[config.mk]
export PLATFORM = sky130hd
export DESIGN_NAME = mem_port_arbiter_flat
export DESIGN_NICKNAME = d
export VERILOG_FILES = /design/src/rtl/mem_port_arbiter_if.sv /design/src/rtl/mem_port_arbiter.sv /design/src/flat_wrapper.sv
export SDC_FILE = /design/constraint.sdc
export NUM_CORES = 1
export LEC_CHECK = 0
export CAP_MARGIN = 10
export CELL_PAD_IN_SITES_DETAIL_PLACEMENT = 0
export CELL_PAD_IN_SITES_GLOBAL_PLACEMENT = 1
export CORE_AREA = 3 3 209 211
export CTS_BUF_LIST = sky130_fd_sc_hd__clkbuf_4
export DETAILED_ROUTE_END_ITERATION = 16
export DIE_AREA = 0 0 212 214
export MAX_ROUTING_LAYER = met4
export PLACE_DENSITY = 0.64
export REMOVE_ABC_BUFFERS = 1
export SLEW_MARGIN = 20
export SYNTH_ARGS = -nofsm -noshare
export SYNTH_HDL_FRONTEND = slang
export SYNTH_SLANG_ARGS = --single-unit
[constraint.sdc]
create_clock -name clk -period 2.02 [get_ports clk]
set_clock_uncertainty 0.15 [all_clocks]
set_input_delay 0.404 -clock clk [delete_from_list [all_inputs] [get_ports clk]]
set_output_delay 0.404 -clock clk [all_outputs]
set_load 0.005 [all_outputs]
[src/rtl/mem_port_arbiter_if.sv]
// mem_port_arbiter_if: fetch, data and memory-side handshake bundle for the port arbiter
interface mem_port_arbiter_if #(
   parameter int AW = 64,
   parameter int DW = 64
);
   logic i_valid;
   logic [AW-1:0] i_addr;
   logic i_ready;
   logic [DW-1:0] i_data;
   logic d_valid;
   logic [AW-1:0] d_addr;
   logic [2:0] d_size;
   logic [DW/8-1:0] d_strobe;
   logic [DW-1:0] d_wdata;
   logic d_ready;
   logic [DW-1:0] d_rdata;
   logic m_valid;
   logic [AW-1:0] m_addr;
   logic [2:0] m_size;
   logic [DW/8-1:0] m_strobe;
   logic [DW-1:0] m_wdata;
   logic m_ready;
   logic [DW-1:0] m_rdata;
   modport slave (
      input  i_valid, i_addr, d_valid, d_addr, d_size, d_strobe, d_wdata, m_ready, m_rdata,
      output i_ready, i_data, d_ready, d_rdata, m_valid, m_addr, m_size, m_strobe, m_wdata
   );
   modport master (
      output i_valid, i_addr, d_valid, d_addr, d_size, d_strobe, d_wdata, m_ready, m_rdata,
      input  i_ready, i_data, d_ready, d_rdata, m_valid, m_addr, m_size, m_strobe, m_wdata
   );
endinterface

[src/rtl/mem_port_arbiter.sv]
// mem_port_arbiter: one outstanding memory transaction, data first, fetch protected by a starvation counter
module mem_port_arbiter #(
   parameter int AW = 64,
   parameter int DW = 64,
   parameter int STARVE = 4
) (
   input  logic clk,
   input  logic reset,
   mem_port_arbiter_if.slave bus,
   output logic gnt_d,
   output logic busy
);
   typedef enum logic [1:0] {IDLE, BUSY_I, BUSY_D} state_t;
   localparam logic [3:0] CMAX = 4'(STARVE);
   state_t state, state_nxt;
   logic [3:0] cnt;
   logic win_d;
   always_comb begin
      win_d = bus.d_valid && !(bus.i_valid && cnt == CMAX);
      state_nxt = state == IDLE ? (win_d ? BUSY_D : bus.i_valid ? BUSY_I : IDLE)
                                : (bus.m_ready ? IDLE : state);
   end
   always_ff @(posedge clk)
      if (reset) state <= IDLE;
      else state <= state_nxt;
   always_ff @(posedge clk) begin
      if (reset) begin
         cnt <= 4'd0;
         bus.m_valid <= 1'b0;
         bus.m_addr <= AW'(0);
         bus.m_size <= 3'd0;
         bus.m_strobe <= (DW/8)'(0);
         bus.m_wdata <= DW'(0);
      end else if (state == IDLE && win_d) begin
         cnt <= bus.i_valid ? (cnt == CMAX ? cnt : cnt + 4'd1) : 4'd0;
         bus.m_valid <= 1'b1;
         bus.m_addr <= bus.d_addr;
         bus.m_size <= bus.d_size;
         bus.m_strobe <= bus.d_strobe;
         bus.m_wdata <= bus.d_wdata;
      end else if (state == IDLE && bus.i_valid) begin
         cnt <= 4'd0;
         bus.m_valid <= 1'b1;
         bus.m_addr <= bus.i_addr;
         bus.m_size <= 3'd3;
         bus.m_strobe <= (DW/8)'(0);
         bus.m_wdata <= DW'(0);
      end else if (state != IDLE && bus.m_ready) begin
         bus.m_valid <= 1'b0;
      end
   end
   // completion is combinational so the requester sees ready in the same cycle as m_ready
   assign bus.i_ready = state == BUSY_I && bus.m_ready;
   assign bus.d_ready = state == BUSY_D && bus.m_ready;
   assign bus.i_data = bus.m_rdata;
   assign bus.d_rdata = bus.m_rdata;
   assign gnt_d = state == BUSY_D;
   assign busy = state != IDLE;
endmodule

[src/flat_wrapper.sv]
// flat-port wrapper written by rule: the top's interface ports become plain ports
module mem_port_arbiter_flat 
#(
   parameter int AW = 64,
   parameter int DW = 64,
   parameter int STARVE = 4
)
  (clk, reset, gnt_d, busy, bus_i_valid, bus_i_addr, bus_d_valid, bus_d_addr, bus_d_size, bus_d_strobe, bus_d_wdata, bus_m_ready, bus_m_rdata, bus_i_ready, bus_i_data, bus_d_ready, bus_d_rdata, bus_m_valid, bus_m_addr, bus_m_size, bus_m_strobe, bus_m_wdata);
  mem_port_arbiter_if #(.AW(AW), .DW(DW)) bus_i ();
  input  logic clk;
  input  logic reset;
  output logic gnt_d;
  output logic busy;
  input wire logic [$bits(bus_i.i_valid)-1:0] bus_i_valid;
  input wire logic [$bits(bus_i.i_addr)-1:0] bus_i_addr;
  input wire logic [$bits(bus_i.d_valid)-1:0] bus_d_valid;
  input wire logic [$bits(bus_i.d_addr)-1:0] bus_d_addr;
  input wire logic [$bits(bus_i.d_size)-1:0] bus_d_size;
  input wire logic [$bits(bus_i.d_strobe)-1:0] bus_d_strobe;
  input wire logic [$bits(bus_i.d_wdata)-1:0] bus_d_wdata;
  input wire logic [$bits(bus_i.m_ready)-1:0] bus_m_ready;
  input wire logic [$bits(bus_i.m_rdata)-1:0] bus_m_rdata;
  output wire logic [$bits(bus_i.i_ready)-1:0] bus_i_ready;
  output wire logic [$bits(bus_i.i_data)-1:0] bus_i_data;
  output wire logic [$bits(bus_i.d_ready)-1:0] bus_d_ready;
  output wire logic [$bits(bus_i.d_rdata)-1:0] bus_d_rdata;
  output wire logic [$bits(bus_i.m_valid)-1:0] bus_m_valid;
  output wire logic [$bits(bus_i.m_addr)-1:0] bus_m_addr;
  output wire logic [$bits(bus_i.m_size)-1:0] bus_m_size;
  output wire logic [$bits(bus_i.m_strobe)-1:0] bus_m_strobe;
  output wire logic [$bits(bus_i.m_wdata)-1:0] bus_m_wdata;
  assign bus_i.i_valid = bus_i_valid;
  assign bus_i.i_addr = bus_i_addr;
  assign bus_i.d_valid = bus_d_valid;
  assign bus_i.d_addr = bus_d_addr;
  assign bus_i.d_size = bus_d_size;
  assign bus_i.d_strobe = bus_d_strobe;
  assign bus_i.d_wdata = bus_d_wdata;
  assign bus_i.m_ready = bus_m_ready;
  assign bus_i.m_rdata = bus_m_rdata;
  assign bus_i_ready = bus_i.i_ready;
  assign bus_i_data = bus_i.i_data;
  assign bus_d_ready = bus_i.d_ready;
  assign bus_d_rdata = bus_i.d_rdata;
  assign bus_m_valid = bus_i.m_valid;
  assign bus_m_addr = bus_i.m_addr;
  assign bus_m_size = bus_i.m_size;
  assign bus_m_strobe = bus_i.m_strobe;
  assign bus_m_wdata = bus_i.m_wdata;
  mem_port_arbiter #(.AW(AW), .DW(DW), .STARVE(STARVE)) u_core (.clk(clk), .reset(reset), .bus(bus_i), .gnt_d(gnt_d), .busy(busy));
endmodule
==> Yosys cells after proc, flatten, opt, wreduce, memory -nomap -nowiden <==
Index checks and enable logic that the tools add are counted.
{ "totals": {"register_bits": 146, "elab_cells": 45} }
{ "op_classes": {"add_sub_neg": 1, "n_eq_ne": 4, "n_mux": 19, "reduce_logical": 14} }
{ "op_table": {"columns": ["cell", "count"], "rows": [
  ["$mux 64", 4],
  ["$mux 4", 4],
  ["$mux 8", 2],
  ["$logic_and 1x1->1", 7],
  ["$mux 2", 3],
  ["$mux 3", 2],
  ["$reduce_bool 2->1", 3],
  ["$add 4x1->4 const B", 1],
  ["$eq 4x3->1 const B", 1],
  ["$mux 1", 4],
  ["$ne 3x3->1 const B", 1],
  ["$reduce_bool 3->1", 1],
  ["$eq 2x1->1 const B", 1],
  ["$eq 2x2->1 const B", 1],
  ["$logic_not 2->1", 1],
  ["$reduce_and 2->1", 1],
  ["$logic_not 1->1", 1]
]} }

==> Depth between registers and ports, before layout <==
{ "logic_depth": {"depth_word": 7, "ltp_mapped": 7, "ltp_nobuf": 5} }

==> Least setup slack after synthesis <==
Ideal clock, no wire load.
{ "synth_timing": {"path_type": "flip-flop to flip-flop", "start": "register u_core.cnt[0]", "end": "register u_core.bus.m_addr[34]", "arrival_ps": 1386, "required_ps": 1728, "path_slack_ps": 341, "stages_incl_launch_ff": 8, "synth_period_minus_slack_ps": 1679, "cell_sequence": "dfxtp_1 > inv_1 > ha_1 > and4b_1 > buf_4 > clkbuf_4 > nor3_2 > a311oi_2"} }
{ "synth_between": {"elab_chain_cells": 6, "elab_cells_between_ends": 7, "classes_between": "1 x eq/ne; 1 x mux; 5 x reduce/logical"} }
{ "synth_lines": {"columns": ["item", "line", "rtl"], "rows": [
  ["start: declaration", "mem_port_arbiter.sv:16", "logic [3:0] cnt;"],
  ["start signal: assignment", "mem_port_arbiter.sv:35", "cnt <= bus.i_valid ? (cnt == CMAX ? cnt : cnt + 4'd1) : 4'd0;"],
  ["$eq 4x3->1 *", "mem_port_arbiter.sv:19", "win_d = bus.d_valid && !(bus.i_valid && cnt == CMAX);"],
  ["$logic_and 1x1->1 *", "mem_port_arbiter.sv:19", null],
  ["$logic_not 1->1 *", "mem_port_arbiter.sv:19", null],
  ["$logic_and 1x1->1 *", "mem_port_arbiter.sv:19", null],
  ["$logic_and 1x1->1 *", "mem_port_arbiter.sv:34", "end else if (state == IDLE && win_d) begin"],
  ["$mux 64 or $reduce_bool 2->1 (tied branches)", null, null],
  ["end signal: assignment", "mem_port_arbiter.sv:37", "bus.m_addr <= bus.d_addr;"],
  ["end signal: assignment", "mem_port_arbiter.sv:44", "bus.m_addr <= bus.i_addr;"],
  ["end: declaration", "mem_port_arbiter_if.sv:26", "output i_ready, i_data, d_ready, d_rdata, m_valid, m_addr, m_size, m_strobe, m_wdata"]
]} }
Every way passes the cells marked *; elsewhere a longest branch is shown, timed or not.
A chain may end at the register's enable or synchronous reset.

==> Worst setup path after layout <==
{ "layout_timing": {"start": "register u_core.state[0]", "end": "register u_core.state[0]"} }
{ "layout_between": {"elab_chain_cells": 2, "elab_cells_between_ends": 3, "classes_between": "1 x mux; 2 x reduce/logical"} }
{ "layout_lines": {"columns": ["item", "line", "rtl"], "rows": [
  ["start: declaration", "mem_port_arbiter.sv:15", "state_t state, state_nxt;"],
  ["start signal: assignment", "mem_port_arbiter.sv:25", "else state <= state_nxt;"],
  ["$logic_not 2->1 *", "mem_port_arbiter.sv:20", "state_nxt = state == IDLE ? (win_d ? BUSY_D : bus.i_valid ? BUSY_I : IDLE)"],
  ["$mux 2 or $reduce_bool 2->1 (tied branches)", null, null]
]} }
Marked as above.

==> impl_metrics.yaml <==
synth:
  synth_top_area_share_pct: 39.2
  number_of_synthesized_flops_with_an_enable_pin: 0
  async_flop_share_pct: 0
  portion_of_netlist_area_occupied_by_mux_cells_pct: 0
  dominant_combinational_cell_family_by_area_after_synthesis: "simple AND/OR/NAND/NOR gates"
  synth-compound-area-share_pct: 20.2
  post_synth.cell_area_avg_sq_um: 8.48
  synth.distinct_cells: 35
  yosysWarningCount: 0
  yosys.area.top_type: "sky130_fd_sc_hd__dfxtp_1"
  synth-xor-area-share_pct: 0.118
  ys_top_cells_by_count: "146 x sky130_fd_sc_hd__dfxtp_1, 139 x sky130_fd_sc_hd__buf_4, 130 x sky130_fd_sc_hd__nand2_1"
  synth-seq-area-share_pct: 39.2
  synth.area.top_cells: "sky130_fd_sc_hd__dfxtp_1 39%, sky130_fd_sc_hd__buf_4 14%, sky130_fd_sc_hd__nor3_2 6.6%, sky130_fd_sc_hd__nand2_1 6.6%, sky130_fd_sc_hd__a311oi_1 5.3%"
  synth-adder-area-share_pct: 0.336
  synthMostInstantiatedCell: "sky130_fd_sc_hd__dfxtp_1"
  synth_simple_gate_area_share_pct: 21.2
  yosys_register_bits: 146
  synth-main-ff-cell: "sky130_fd_sc_hd__dfxtp_1"
  syn_inst: 878
  syn_area_sq_mm: 0.00745
global_route:
  grt.busiest_layer: "met2"
  number_of_antenna_violations_at_the_first_check_in_global_routing: 2
  grt_first_pass_wirelength_um: 55000
  grt.met1_usage_pct: 19.9
  gr-usage-met2_pct: 22.6
  global_route.usage.met3_pct: 14.6
  grt_start_max_net_pins: 79
  grt_use_total_pct: 17.2
  overflow: 0
  number_of_global_route_vias_before_repair: 7620
floorplanning:
  core_area_sq_mm: 0.0419
  die_h_um: 214
  standard_cell_rows: 75
  floorplan.die.width_um: 212
  initial_cell_density_of_the_core_pct: 17.8
  die-area_sq_mm: 0.0454
  floorplan.io_pins: 544
layout:
  drive_above_1_share_pct: 26.1
  area_delta_synth_final_pct: 54.6
  layout.area.seq_sq_mm: 0.00305
  post_layout_nets: 1391
  multiInputGateArea_sq_mm: 0.00317
  final-instance-count-excl-fill: 1671
  final.fill_count: 4580
route:
  dr.pass1.iters: 4
  routedWlPerCell_um: 23.5
  viasPerCell: 4.47
  drt_iter0_drc: 460
  detail_route.drc_violations: 0
  via_count: 7462
  total_wire_length_um: 39300
  drt.antenna.violating_nets: 0
place:
  routability_congestion: 0.777
  numPlacedInstances: 1631
  hpwlAfterDp_um: 29600
  place.port_buffers: 351
clock_tree:
  clock_tree.root_cell: "sky130_fd_sc_hd__clkbuf_4"
  cts.reportedPaths.clkPinSlew_ns: 0.16
  clockBufferDepth: 2
  clk-insertion-delay-late_ns: 0.61
  h_tree_levels: 4
  cts_buffers: 17
  cts_num_sinks: 146
  tritoncts: "done"
timing:
  rsz0062_at_grt: "yes"
  timing.final.crit_share_pct: 98.9
  setup_viol: 0
  hold_violations: 0
  max_slew_vio_count: 0
  fin_hold_ws_ns: 0.194
  slew_headroom_pct: 47.7
  achievable-frequency_mhz: 500
  worst_slew_pin_slew_ns: 0.784
  crit_path_time_final_ns: 2.00
worst_setup_path:
  worst_path_largest_cell_delay_ns: 0.40
  worstPathCellList: "buf_4 > buf_4 > or3b_4 > buf_4 > o21ai_1 > a21oi_1"
  path_max_fanout: 12
  critical_path.slowest_cell: "sky130_fd_sc_hd__dfxtp_4"
  reg2regPathDepth: 6
  start_kind: "register"
  worst-endpoint-arrival_ns: 2.35
  worst_setup_path_end_kind: "register"
  crit_path_required_time_ns: 2.38
  timing.critical_path.mode_cell: "sky130_fd_sc_hd__buf_4"
  critical_path_class: "reg2reg"
power:
  leakage_uw: 0.00460
  irDropWorstVdd_uv: 398
  p_per_area_mw_per_mm2: 673
hold_path:
  hold-path-cell-count: 3
  worst_hold_path_type: "in2reg"
run:
  max_cap_violations: 0
run_status:
  outcome: "completed"
[cell usage in the layout (no fill, tap or decap), types with 14 or more instances in the layout]
cell,n
sky130_fd_sc_hd__a21oi_1,77
sky130_fd_sc_hd__a311oi_1,45
sky130_fd_sc_hd__a311oi_2,19
sky130_fd_sc_hd__buf_12,22
sky130_fd_sc_hd__buf_4,58
sky130_fd_sc_hd__clkbuf_4,19
sky130_fd_sc_hd__clkdlybuf4s50_1,206
sky130_fd_sc_hd__dfxtp_1,51
sky130_fd_sc_hd__dfxtp_2,93
sky130_fd_sc_hd__dlygate4sd2_1,139
sky130_fd_sc_hd__nand2_1,129
sky130_fd_sc_hd__nand3_1,74
sky130_fd_sc_hd__nor3_1,14
sky130_fd_sc_hd__nor3_2,50
sky130_fd_sc_hd__o21ai_0,66
[layout make-up]
| type | count | share of cell area [%] |
|---|---|---|
| Timing Repair Buffer | 432 | 36.8 |
| Inverter | 4 | 0.130 |
| Antenna cell | 2 | 0.0435 |
| Sequential cell | 146 | 26.5 |
| Clock inverter | 13 | 1.93 |
| Clock buffer | 19 | 1.24 |
| Multi-Input combinational cell | 516 | 27.6 |
| Tap cell | 539 | 5.86 |
[path summary, 6_finish.rpt]
path,startpoint,to,slack [ns]
worst max-delay path,u_core.state[0],u_core.state[0],0.02
worst min-delay path,bus_d_wdata[27],u_core.bus.m_wdata[27],0.19
worst max register to register,u_core.state[0],u_core.state[0],0.02
worst min register to register,u_core.bus.m_wdata[20],u_core.bus.m_wdata[20],0.33
[repair_timing]
action                                  4_1_cts  5_1_grt
gates resized for setup                     264        4
endpoints found under the hold margin        13        0
setup buffers                                 6        0
pin swaps                                     0        0
endpoints found under the setup margin      144        6
hold buffers                                  1        0
[cell families (layout without fill, tap and decap cells)]
group                      after synthesis  in the layout
xor gates and xnor gates                 1              1
adders and majority gates                2              2
AOI/OAI and AO/OA                      224            224
and+or+nand+nor                        289            289
buffers and inverters                  216            468
other                                    0              2
DFF                                    146            146
[report_power, final]
| part | leakage [uW] | switching (uW) | internal (uW) |
|---|---|---|---|
| sequential | 0.00124 | 132 | 3160 |
| combinational | 0.00317 | 924 | 1070 |
| clock | 0.000195 | 1290 | 1160 |
[registers in the layout (all words and copies together) (netlist names)]
signal	flops
u_core.bus.m_addr	64
u_core.bus.m_size	3
u_core.bus.m_strobe	8
u_core.bus.m_valid	1
u_core.bus.m_wdata	64
u_core.cnt	4
u_core.state	2
[layer usage]
layer  vias up  share of wire (%)  wire length [um]
li1       3454                  -                 -
met1      3475                 42             16500
met2       508                 39             15300
met3        25                 18              7030
met4         0                1.2               465
met5         -                  0                 0
[worst max-delay path, delay by kind of cell (launching register included)]
kind | cells | cell delay [ns]
simple gates | 1 | 0.40
compound gates | 2 | 0.43
buf+inv | 3 | 0.50
flops | 1 | 0.40
[through the flow]
stage | setup slack, ns | total power [uW] | cell area (sq um) | util [%] | TNS [ns]
floorplan | -3.34 | 3980 | 6050 | - | -297.53
global placement | -0.373 | 5480 | 11100 | 26.5 | -17.92
detailed placement | -0.316 | 5480 | 11100 | 26.5 | -18.39
CTS | -0.0469 | 7900 | 11500 | 27.4 | -0.0776
global route | -0.0610 | 8180 | 11500 | 27.4 | -0.158
finish | 0.0216 | 7740 | 11500 | 27.4 | 0
Power figures use the tool's default switching activity.
